File: src/rtl/sram_arbiter.sv
// sram_arbiter: shares one SRAM target port between VGA refill (m0, priority),
// imem (m1) and dmem (m2). Grants are combinational with no added latency, and
// read returns are steered back to their issuer through an in-order tag FIFO.
module sram_arbiter #(
  parameter int unsigned AW          = 18,
  parameter int unsigned DEPTH       = 4,
  parameter int unsigned BURST_LIMIT = 8
) (
  input  logic          clk25MHz,
  input  logic          reset_n,
  // master 0: VGA refill
  input  logic [AW-1:0] m0_addr,
  input  logic          m0_rd,
  input  logic          m0_wr,
  input  logic [31:0]   m0_wdata,
  input  logic [3:0]    m0_be,
  output logic          m0_wait,
  output logic [31:0]   m0_rdata,
  output logic          m0_rvalid,
  // master 1: imem
  input  logic [AW-1:0] m1_addr,
  input  logic          m1_rd,
  input  logic          m1_wr,
  input  logic [31:0]   m1_wdata,
  input  logic [3:0]    m1_be,
  output logic          m1_wait,
  output logic [31:0]   m1_rdata,
  output logic          m1_rvalid,
  // master 2: dmem
  input  logic [AW-1:0] m2_addr,
  input  logic          m2_rd,
  input  logic          m2_wr,
  input  logic [31:0]   m2_wdata,
  input  logic [3:0]    m2_be,
  output logic          m2_wait,
  output logic [31:0]   m2_rdata,
  output logic          m2_rvalid,
  // target: sram_ctrl
  output logic [AW-1:0] t_addr,
  output logic          t_rd,
  output logic          t_wr,
  output logic [31:0]   t_wdata,
  output logic [3:0]    t_be,
  input  logic          t_wait,
  input  logic [31:0]   t_rdata,
  input  logic          t_rvalid,
  output logic          err
);

  localparam int unsigned PW = (DEPTH > 1) ? $clog2(DEPTH) : 1;
  localparam int unsigned CW = $clog2(DEPTH + 1);
  localparam int unsigned BW = $clog2(BURST_LIMIT + 1);

  typedef enum logic [1:0] {
    GNT_M0   = 2'd0,
    GNT_M1   = 2'd1,
    GNT_M2   = 2'd2,
    GNT_NONE = 2'd3
  } gnt_e;

  logic [1:0]    tag_mem [DEPTH];
  logic [PW-1:0] wr_ptr, rd_ptr;
  logic [CW-1:0] count;
  logic [BW-1:0] burst_cnt;
  logic          rr_ptr;          // 0: m1 first, 1: m2 first

  gnt_e          gnt;
  logic [2:0]    elig;
  logic          fifo_full, sel_rd, sel_wr, accept, push, pop;
  logic [1:0]    head;

  assign fifo_full = (count == CW'(DEPTH));
  assign elig[0]   = (m0_rd | m0_wr) & ~(m0_rd & fifo_full);
  assign elig[1]   = (m1_rd | m1_wr) & ~(m1_rd & fifo_full);
  assign elig[2]   = (m2_rd | m2_wr) & ~(m2_rd & fifo_full);

  // Grant selection: m0 first until its burst budget runs out, then round-robin m1/m2
  always_comb begin
    gnt = GNT_NONE;
    if (reset_n) begin
      if (elig[0] && ((burst_cnt < BW'(BURST_LIMIT)) || !(elig[1] || elig[2]))) begin
        gnt = GNT_M0;
      end else if (!rr_ptr) begin
        if (elig[1])      gnt = GNT_M1;
        else if (elig[2]) gnt = GNT_M2;
      end else begin
        if (elig[2])      gnt = GNT_M2;
        else if (elig[1]) gnt = GNT_M1;
      end
    end
  end

  // Target-side mux of the granted master's request fields
  always_comb begin
    t_addr  = '0;
    t_wdata = '0;
    t_be    = '0;
    sel_rd  = 1'b0;
    sel_wr  = 1'b0;
    case (gnt)
      GNT_M0: begin
        t_addr = m0_addr; t_wdata = m0_wdata; t_be = m0_be; sel_rd = m0_rd; sel_wr = m0_wr;
      end
      GNT_M1: begin
        t_addr = m1_addr; t_wdata = m1_wdata; t_be = m1_be; sel_rd = m1_rd; sel_wr = m1_wr;
      end
      GNT_M2: begin
        t_addr = m2_addr; t_wdata = m2_wdata; t_be = m2_be; sel_rd = m2_rd; sel_wr = m2_wr;
      end
      default: ;
    endcase
  end

  assign t_rd   = sel_rd;
  assign t_wr   = sel_wr;
  assign accept = (gnt != GNT_NONE) & ~t_wait;
  assign push   = accept & sel_rd;
  assign pop    = t_rvalid & (count != '0);
  assign head   = tag_mem[rd_ptr];

  assign m0_wait = (m0_rd | m0_wr) & ~(accept & (gnt == GNT_M0));
  assign m1_wait = (m1_rd | m1_wr) & ~(accept & (gnt == GNT_M1));
  assign m2_wait = (m2_rd | m2_wr) & ~(accept & (gnt == GNT_M2));

  assign m0_rdata  = t_rdata;
  assign m1_rdata  = t_rdata;
  assign m2_rdata  = t_rdata;
  assign m0_rvalid = reset_n & pop & (head == 2'd0);
  assign m1_rvalid = reset_n & pop & (head == 2'd1);
  assign m2_rvalid = reset_n & pop & (head == 2'd2);

  // Tag storage; contents are meaningless while count is zero so no reset needed
  always_ff @(posedge clk25MHz) begin
    if (reset_n && push) tag_mem[wr_ptr] <= 2'(gnt);
  end

  // FIFO pointers, burst budget, round-robin pointer and sticky error
  always_ff @(posedge clk25MHz) begin
    if (!reset_n) begin
      wr_ptr    <= '0;
      rd_ptr    <= '0;
      count     <= '0;
      burst_cnt <= '0;
      rr_ptr    <= 1'b0;
      err       <= 1'b0;
    end else begin
      if (push) wr_ptr <= wr_ptr + PW'(1);
      if (pop)  rd_ptr <= rd_ptr + PW'(1);
      case ({push, pop})
        2'b10:   count <= count + CW'(1);
        2'b01:   count <= count - CW'(1);
        default: ;
      endcase
      if (t_rvalid && (count == '0)) err <= 1'b1;

      if (accept && (gnt != GNT_M0)) begin
        burst_cnt <= '0;
      end else if (accept) begin
        if (burst_cnt < BW'(BURST_LIMIT)) burst_cnt <= burst_cnt + BW'(1);
      end else if (!(m0_rd | m0_wr)) begin
        burst_cnt <= '0;
      end

      if (accept && (gnt == GNT_M1)) rr_ptr <= 1'b1;
      if (accept && (gnt == GNT_M2)) rr_ptr <= 1'b0;
    end
  end

endmodule

File: config.mk
export PLATFORM = sky130hd
export DESIGN_NAME = sram_arbiter
export DESIGN_NICKNAME = d
export VERILOG_FILES = /design/src/rtl/sram_arbiter.sv
export SDC_FILE = /design/constraint.sdc
export NUM_CORES = 1
export LEC_CHECK = 0
export CAP_MARGIN = 10
export CORE_AREA = 5 5 139 141
export CTS_CLUSTER_SIZE = 28
export DETAILED_ROUTE_END_ITERATION = 16
export DIE_AREA = 0 0 144 146
export HOLD_SLACK_MARGIN = 0.02
export SLEW_MARGIN = 20
export SYNTH_ARGS = -nofsm -noshare
export SYNTH_HDL_FRONTEND = slang
export SYNTH_SLANG_ARGS = --single-unit
File: constraint.sdc
create_clock -name clk25MHz -period 4 [get_ports clk25MHz]
set_clock_uncertainty 0.2 [all_clocks]
set_input_delay 0.4 -clock clk25MHz [delete_from_list [all_inputs] [get_ports clk25MHz]]
set_output_delay 0.4 -clock clk25MHz [all_outputs]
set_load 0.01 [all_outputs]
==> run metrics, run 1 <==
status=completed; Mapped Nets=574; post-cts sizing count=0; DRT iter0 DRCs=266; Crit path top cell by count=clkdlybuf4s50_1; vias in the first global route=3387; final wirelength=14.9 mm; overall power=1.03 mW; Synth Warn #=0; CP Class=in -> out; Clock transition at path regs=0.06 ns; GRT Total Usage=13.1%; site row count=49; Hold Crit Endpoint=err$_SDFFE_PN0P_; Min-Delay Path Class=reg -> reg; clock sink count=23; first-pass GRT wire length=20.9 mm; CTS buffer count=3; fmax=265 MHz; final setup fails=0; GR Util met1=17.3%; via count=3212; core area=0.0178 mm^2; Die W=144 um; Logic pwr share=52.2%; CTS root buffer=clkbuf_16; top cell type's share of synthesized area=25.6%; WP buf/inv=4; EDFF count, synth=8; Post-CTS Setup Bufs=0; NetSw=0.313 mW; hold path cells=2; cells on worst reg2reg path=11; asr flop ratio synth=0%; Mapped Area=0.00296 mm^2; clock power share=21.0%; Worst Setup Start Kind=input pin; Slew Viols, Final=0; final hold vios=0; initial antenna violation count=2; Max-Cap Viols=0; Period minus WS final=3.78 ns; area delta synth->final=66.6%; IR drop worst, VDD=0.134 mV; pwr dens=209 mW/mm^2; FF+latch count, synth=23; Area contributors post-synth=buf_4, a222oi_1, dfxtp_1; Yosys cell types=43; post-DP HPWL=13.0 mm; layout cell share with drive strength beyond 1=6.88%; Worst EP required=3.40 ns; GR Util met2=21.3%; worst slew pin tran=0.792 ns; Total Negative Setup Slacks=0 ns; GP Congestion=0.749; highest-delay cell along the critical path=a222oi_1; Critical R2R Launch=count[1]$_SDFFE_PN0P_; CP Cell Sequence=clkdlybuf4s50_1 > nor2_1 > a311oi_2 > and2_2 > buf_12 > a222oi_1 > inv_1 > clkdlybuf4s50_1; leading area contributor after synthesis=buf_4; residual antenna-violating net count after detailed routing=0; Clock Path Buffers=2; Top-Level Pins=363; via-per-instance ratio=4.44; Post-route DRC=0; Port-buffer cells=234; R2R setup slack=0.79 ns; unrepaired setup endpoints after global routing=no; Post-layout nets=706; global route overflow=0; drt pass-1 iters=8; Hold-fix buffers, CTS=0; max_slew headroom=47.2%; most used routing layer=met2; CP Max Fanout=29; Worst setup EP type=primary output; CTS tree=yes; final worst path period share=94.5%; die footprint=0.0210 mm^2; Clock Latency Late Sink=0.25 ns; post-synthesis sequential area ratio=18.3%; largest stage delay on the critical path=0.68 ns; largest net degree at the start of global routing=33; Hold Startpoint=err$_SDFFE_PN0P_; Pleak=2.04 nW; sw frac=30.4%; Reg power frac=26.8%; GR Util met3=4.07%; H-tree Lvls=1; Die Y=146 um; DR WL/cell=20.5 um; Post-synth top flop=dfxtp_1; worst r2r dst=count[2]$_SDFFE_PN0P_; Gate Count Post-Synth=363; Pint=0.716 mW; CP top delay family=buffers and inverters; syn avg cell area=8.16 um^2; Starting Density=16.6%; Critical Path AT=3.18 ns
-- per-layer routing --
layer	vias to the layer above	wire [um]
met5	-	13
met3	23	1380
met2	226	6920
li1	1491	-
met4	2	173
met1	1470	6370
-- layout by cell type, fill, tap and decap left out, types with 2 or more instances in the layout --
cell type and instances:
o21ai_0 4, mux4_2 2, or3_1 3, a31oi_1 4
nor2_1 16, edfxtp_1 8, nand4_1 2, clkdlybuf4s50_1 233
a222oi_1 56, nand3_1 9, nor3b_1 3, xor2_1 3
or2_2 2, buf_12 3, and2_1 4, buf_4 8
inv_2 2, dfxtp_1 15, a21oi_1 7, nand4bb_2 2
nand2_1 10, ha_1 6, inv_1 63, clkbuf_16 3
a31oi_4 2, nor3_1 3
-- power by group through the flow --
stage	logic [mW]	registers (mW)	clock network (mW)
6_report	0.537	0.276	0.216
3_5_place_dp	0.544	0.281	0
5_1_grt	0.581	0.279	0.231
4_1_cts	0.547	0.276	0.221
3_3_place_gp	0.544	0.280	0
2_1_floorplan	0.292	0.277	0
-- logic make-up (layout without fill, tap and decap cells) --
group	Yosys count	in the layout	share of synthesized area, %
other cells	0	1	0
flops	23	23	18.3
buf+inv	182	313	37.3
compound gates	81	81	26.2
mux	3	3	1.86
xor+xnor	4	4	1.18
fa+ha+maj	7	7	3.21
simple gates	63	63	12.1
-- worst max-delay path by stage --
stage                      from                     to  slack [ns]  cells past startpoint
after floorplan           m2_rd  count[2]$_SDFFE_PN0P_        1.06                     12
after global placement    m0_rd            t_wdata[23]        0.07                      8
after detailed placement  m0_rd            t_wdata[23]        0.07                      8
after CTS                 m0_rd            t_wdata[23]        0.06                      8
after global routing      m1_rd            t_wdata[23]       0.004                      8
final                     m1_rd             t_wdata[9]        0.22                      8
-- area by class of cell --
cell class              count  area, um^2
repair buffers            244        2450
diodes                      1        2.50
multi-input cells         158        1330
flip-flops and latches     23         541
inverters                  65         244
well taps                 229         287
clock buffers               3        75.1
fillers                  1896       12900
clock inverters             1        5.00
-- per-stage QoR --
step                      util (%)  instance area [um^2]  hold slack (ns)  instances  setup slack [ns]
after floorplan                  -                  2960            0.269        363              1.06
after global placement        27.2                  4850            0.250        719            0.0735
after detailed placement      27.2                  4850            0.266        719            0.0721
after CTS                     27.6                  4930            0.281        723            0.0611
after global routing          27.7                  4930            0.334        724           0.00374
final                         27.7                  4930            0.277        724             0.221
-- cells in the mapped netlist (5+ instances only) --
library cell,n
ha_1,6
a222oi_1,56
nor2_1,16
buf_4,101
a21oi_1,7
inv_1,63
dfxtp_1,15
buf_2,9
nand2_1,10
nand3_1,9
and2_1,5
edfxtp_1,8
-- flip-flops by register name, indices dropped and copies added (netlist names), named ones only --
register / count
err: 1
tag_mem: 8
burst_cnt: 4
rd_ptr: 2
count: 3
rr_ptr: 1
wr_ptr: 2
-- worst reg2reg max path, cell delays in order (launching register included) --
cell       delay [ns]
dfxtp_1          0.38
nand4bb_2        0.37
a222oi_1         0.49
or2_1            0.32
a31oi_4          0.08
inv_2            0.11
ha_1             0.18
inv_1            0.06
fa_1             0.37
xor2_1           0.15
or3_1            0.30
a21oi_1          0.14
(Power assumes the default switching activity.)
==> run 2, diff against run 1 <==
--- a/config.mk
+++ b/config.mk
@@ -6,11 +6,15 @@
 export NUM_CORES = 1
 export LEC_CHECK = 0
 export CAP_MARGIN = 10
-export CORE_AREA = 5 5 139 141
+export CELL_PAD_IN_SITES_DETAIL_PLACEMENT = 1
+export CELL_PAD_IN_SITES_GLOBAL_PLACEMENT = 1
+export CORE_ASPECT_RATIO = 1.5
+export CORE_MARGIN = 5
+export CORE_UTILIZATION = 17
 export CTS_CLUSTER_SIZE = 28
 export DETAILED_ROUTE_END_ITERATION = 16
-export DIE_AREA = 0 0 144 146
 export HOLD_SLACK_MARGIN = 0.02
+export PLACE_DENSITY = 0.83
 export SLEW_MARGIN = 20
 export SYNTH_ARGS = -nofsm -noshare
 export SYNTH_HDL_FRONTEND = slang
==> run metrics, run 2 (synthesis gave the netlist of run 1 again) <==
unrepaired setup endpoints after global routing=no; Total Negative Setup Slacks=0 ns; Top-Level Pins=363; Post-CTS Setup Bufs=0; Largest regs=tag_mem (8), burst_cnt (4), count (3); max_slew headroom=63.0%; CTS buffer count=3; first-pass GRT wire length=24.0 mm; hold slack=0.285 ns; clock sink count=23; IR drop worst, VDD=0.187 mV; Post-route DRC=0; post-DP HPWL=15.3 mm; Pleak=2.05 nW; CP Class=in -> out; GRT Total Usage=15.7%; pwr dens=212 mW/mm^2; Final Instance Count excl. Fillers=713; Die W=118 um; Worst setup EP type=primary output; cells on worst reg2reg path=11; worst r2r dst=count[2]$_SDFFE_PN0P_; global route overflow=0; Critical Path AT=3.06 ns; GP Congestion=0.839; Hold-fix buffers, CTS=0; Reg with most FFs=tag_mem; via count=3335; final setup fails=0; Min-Delay Path Class=reg -> reg; most frequent cells in the layout=clkdlybuf4s50_1, inv_1, a222oi_1, nor2_1, buf_4; worst slew pin tran=0.550 ns; Clock Latency Late Sink=0.26 ns; final wirelength=17.8 mm; Starting Density=17.1%; Port-buffer cells=234; layout cell share with drive strength beyond 1=7.60%; Slew Viols, Final=0; vias in the first global route=3573; Post-layout nets=712; antenna diode count=0; post-cts sizing count=0; H-tree Lvls=1; max reg flops=8; DRT iter0 DRCs=260; DR WL/cell=24.9 um; Period minus WS final=3.66 ns; fmax=273 MHz; CTS root buffer=clkbuf_16; site row count=59; CTS tree=yes; commonest non-fill, non-tap cell in the layout=clkdlybuf4s50_1; final worst path period share=91.6%; dpl cells=709; Clock Path Buffers=2; Worst EP required=3.40 ns; Hold Crit Endpoint=err$_SDFFE_PN0P_; Critical R2R Launch=count[2]$_SDFFE_PN0P_; largest net degree at the start of global routing=37; hold path cells=2; Worst Setup Start Kind=input pin; Max-Cap Viols=0; Clock transition at path regs=0.07 ns; initial antenna violation count=0; status=completed; via-per-instance ratio=4.68; final hold vios=0; Hold Startpoint=err$_SDFFE_PN0P_; Die Y=172 um; core area=0.0173 mm^2; die footprint=0.0202 mm^2; R2R setup slack=0.77 ns; area delta synth->final=66.2%; residual antenna-violating net count after detailed routing=0; CP Max Fanout=15; drt pass-1 iters=5
## run 2: changes by cell type in the layout (fill, tap and decap cells not counted)
cell	change
buf_12	-3
diode_2	-1
clkinv_2	-1
buf_4	+8
clkdlybuf4s50_1	+1
or2_4	-1
clkinvlp_4	+1
or2_1	+1
## run 2: where the power goes
part	internal, mW	leakage, nW	switching (mW)
sequential	0.258	0.194	0.0194
combinational	0.327	1.82	0.216
clock	0.136	0.0371	0.0868
total	0.720	2.05	0.322
## run 2: worst max path at each step
stage / startpoint / endpoint / depth (start not counted)
3_5_place_dp: m2_rd / count[2]$_SDFFE_PN0P_ / 12
4_1_cts: m0_rd / t_addr[12] / 9
6_report: m0_rd / t_addr[12] / 9
2_1_floorplan: m2_rd / count[2]$_SDFFE_PN0P_ / 12
5_1_grt: m0_rd / t_addr[12] / 9
3_3_place_gp: m2_rd / count[2]$_SDFFE_PN0P_ / 12
## run 2: through the flow
| stage | utilization (%) | total power, mW | area (um^2) | worst slack (ns) |
|---|---|---|---|---|
| detailed placement | 28.0 | 0.828 | 4840 | 0.339 |
| global placement | 28.0 | 0.821 | 4840 | 0.389 |
| finish | 28.5 | 1.04 | 4920 | 0.337 |
| global route | 28.5 | 1.10 | 4920 | 0.229 |
| floorplan | - | 0.570 | 2960 | 1.06 |
| CTS | 28.5 | 1.06 | 4920 | 0.338 |
## run 2: worst max-delay path, cell delays in order
cell and delay (ns):
clkdlybuf4s50_1 0.58, or2_1 0.31, a31oi_4 0.16, nor2b_4 0.16
buf_4 0.21, buf_4 0.19, a222oi_1 0.39, inv_1 0.15
clkdlybuf4s50_1 0.51
## run 2: final cells by class
cell class | instances | area [um^2]
Clock buffer | 3 | 75.1
Clock inverter | 1 | 7.51
Fill cell | 2043 | 12400
Inverter | 65 | 244
Multi-Input combinational cell | 158 | 1330
Sequential cell | 23 | 541
Tap cell | 213 | 267
Timing Repair Buffer | 250 | 2460
## run 2: layer usage
layer / share of wire [%] / up-vias / track usage (%)
met5: 0 / - / 0
met1: 33 / 1532 / 15.7
met3: 17 / 55 / 11.0
met4: 3.0 / 0 / 4.74
met2: 47 / 246 / 26.4
li1: - / 1502 / -
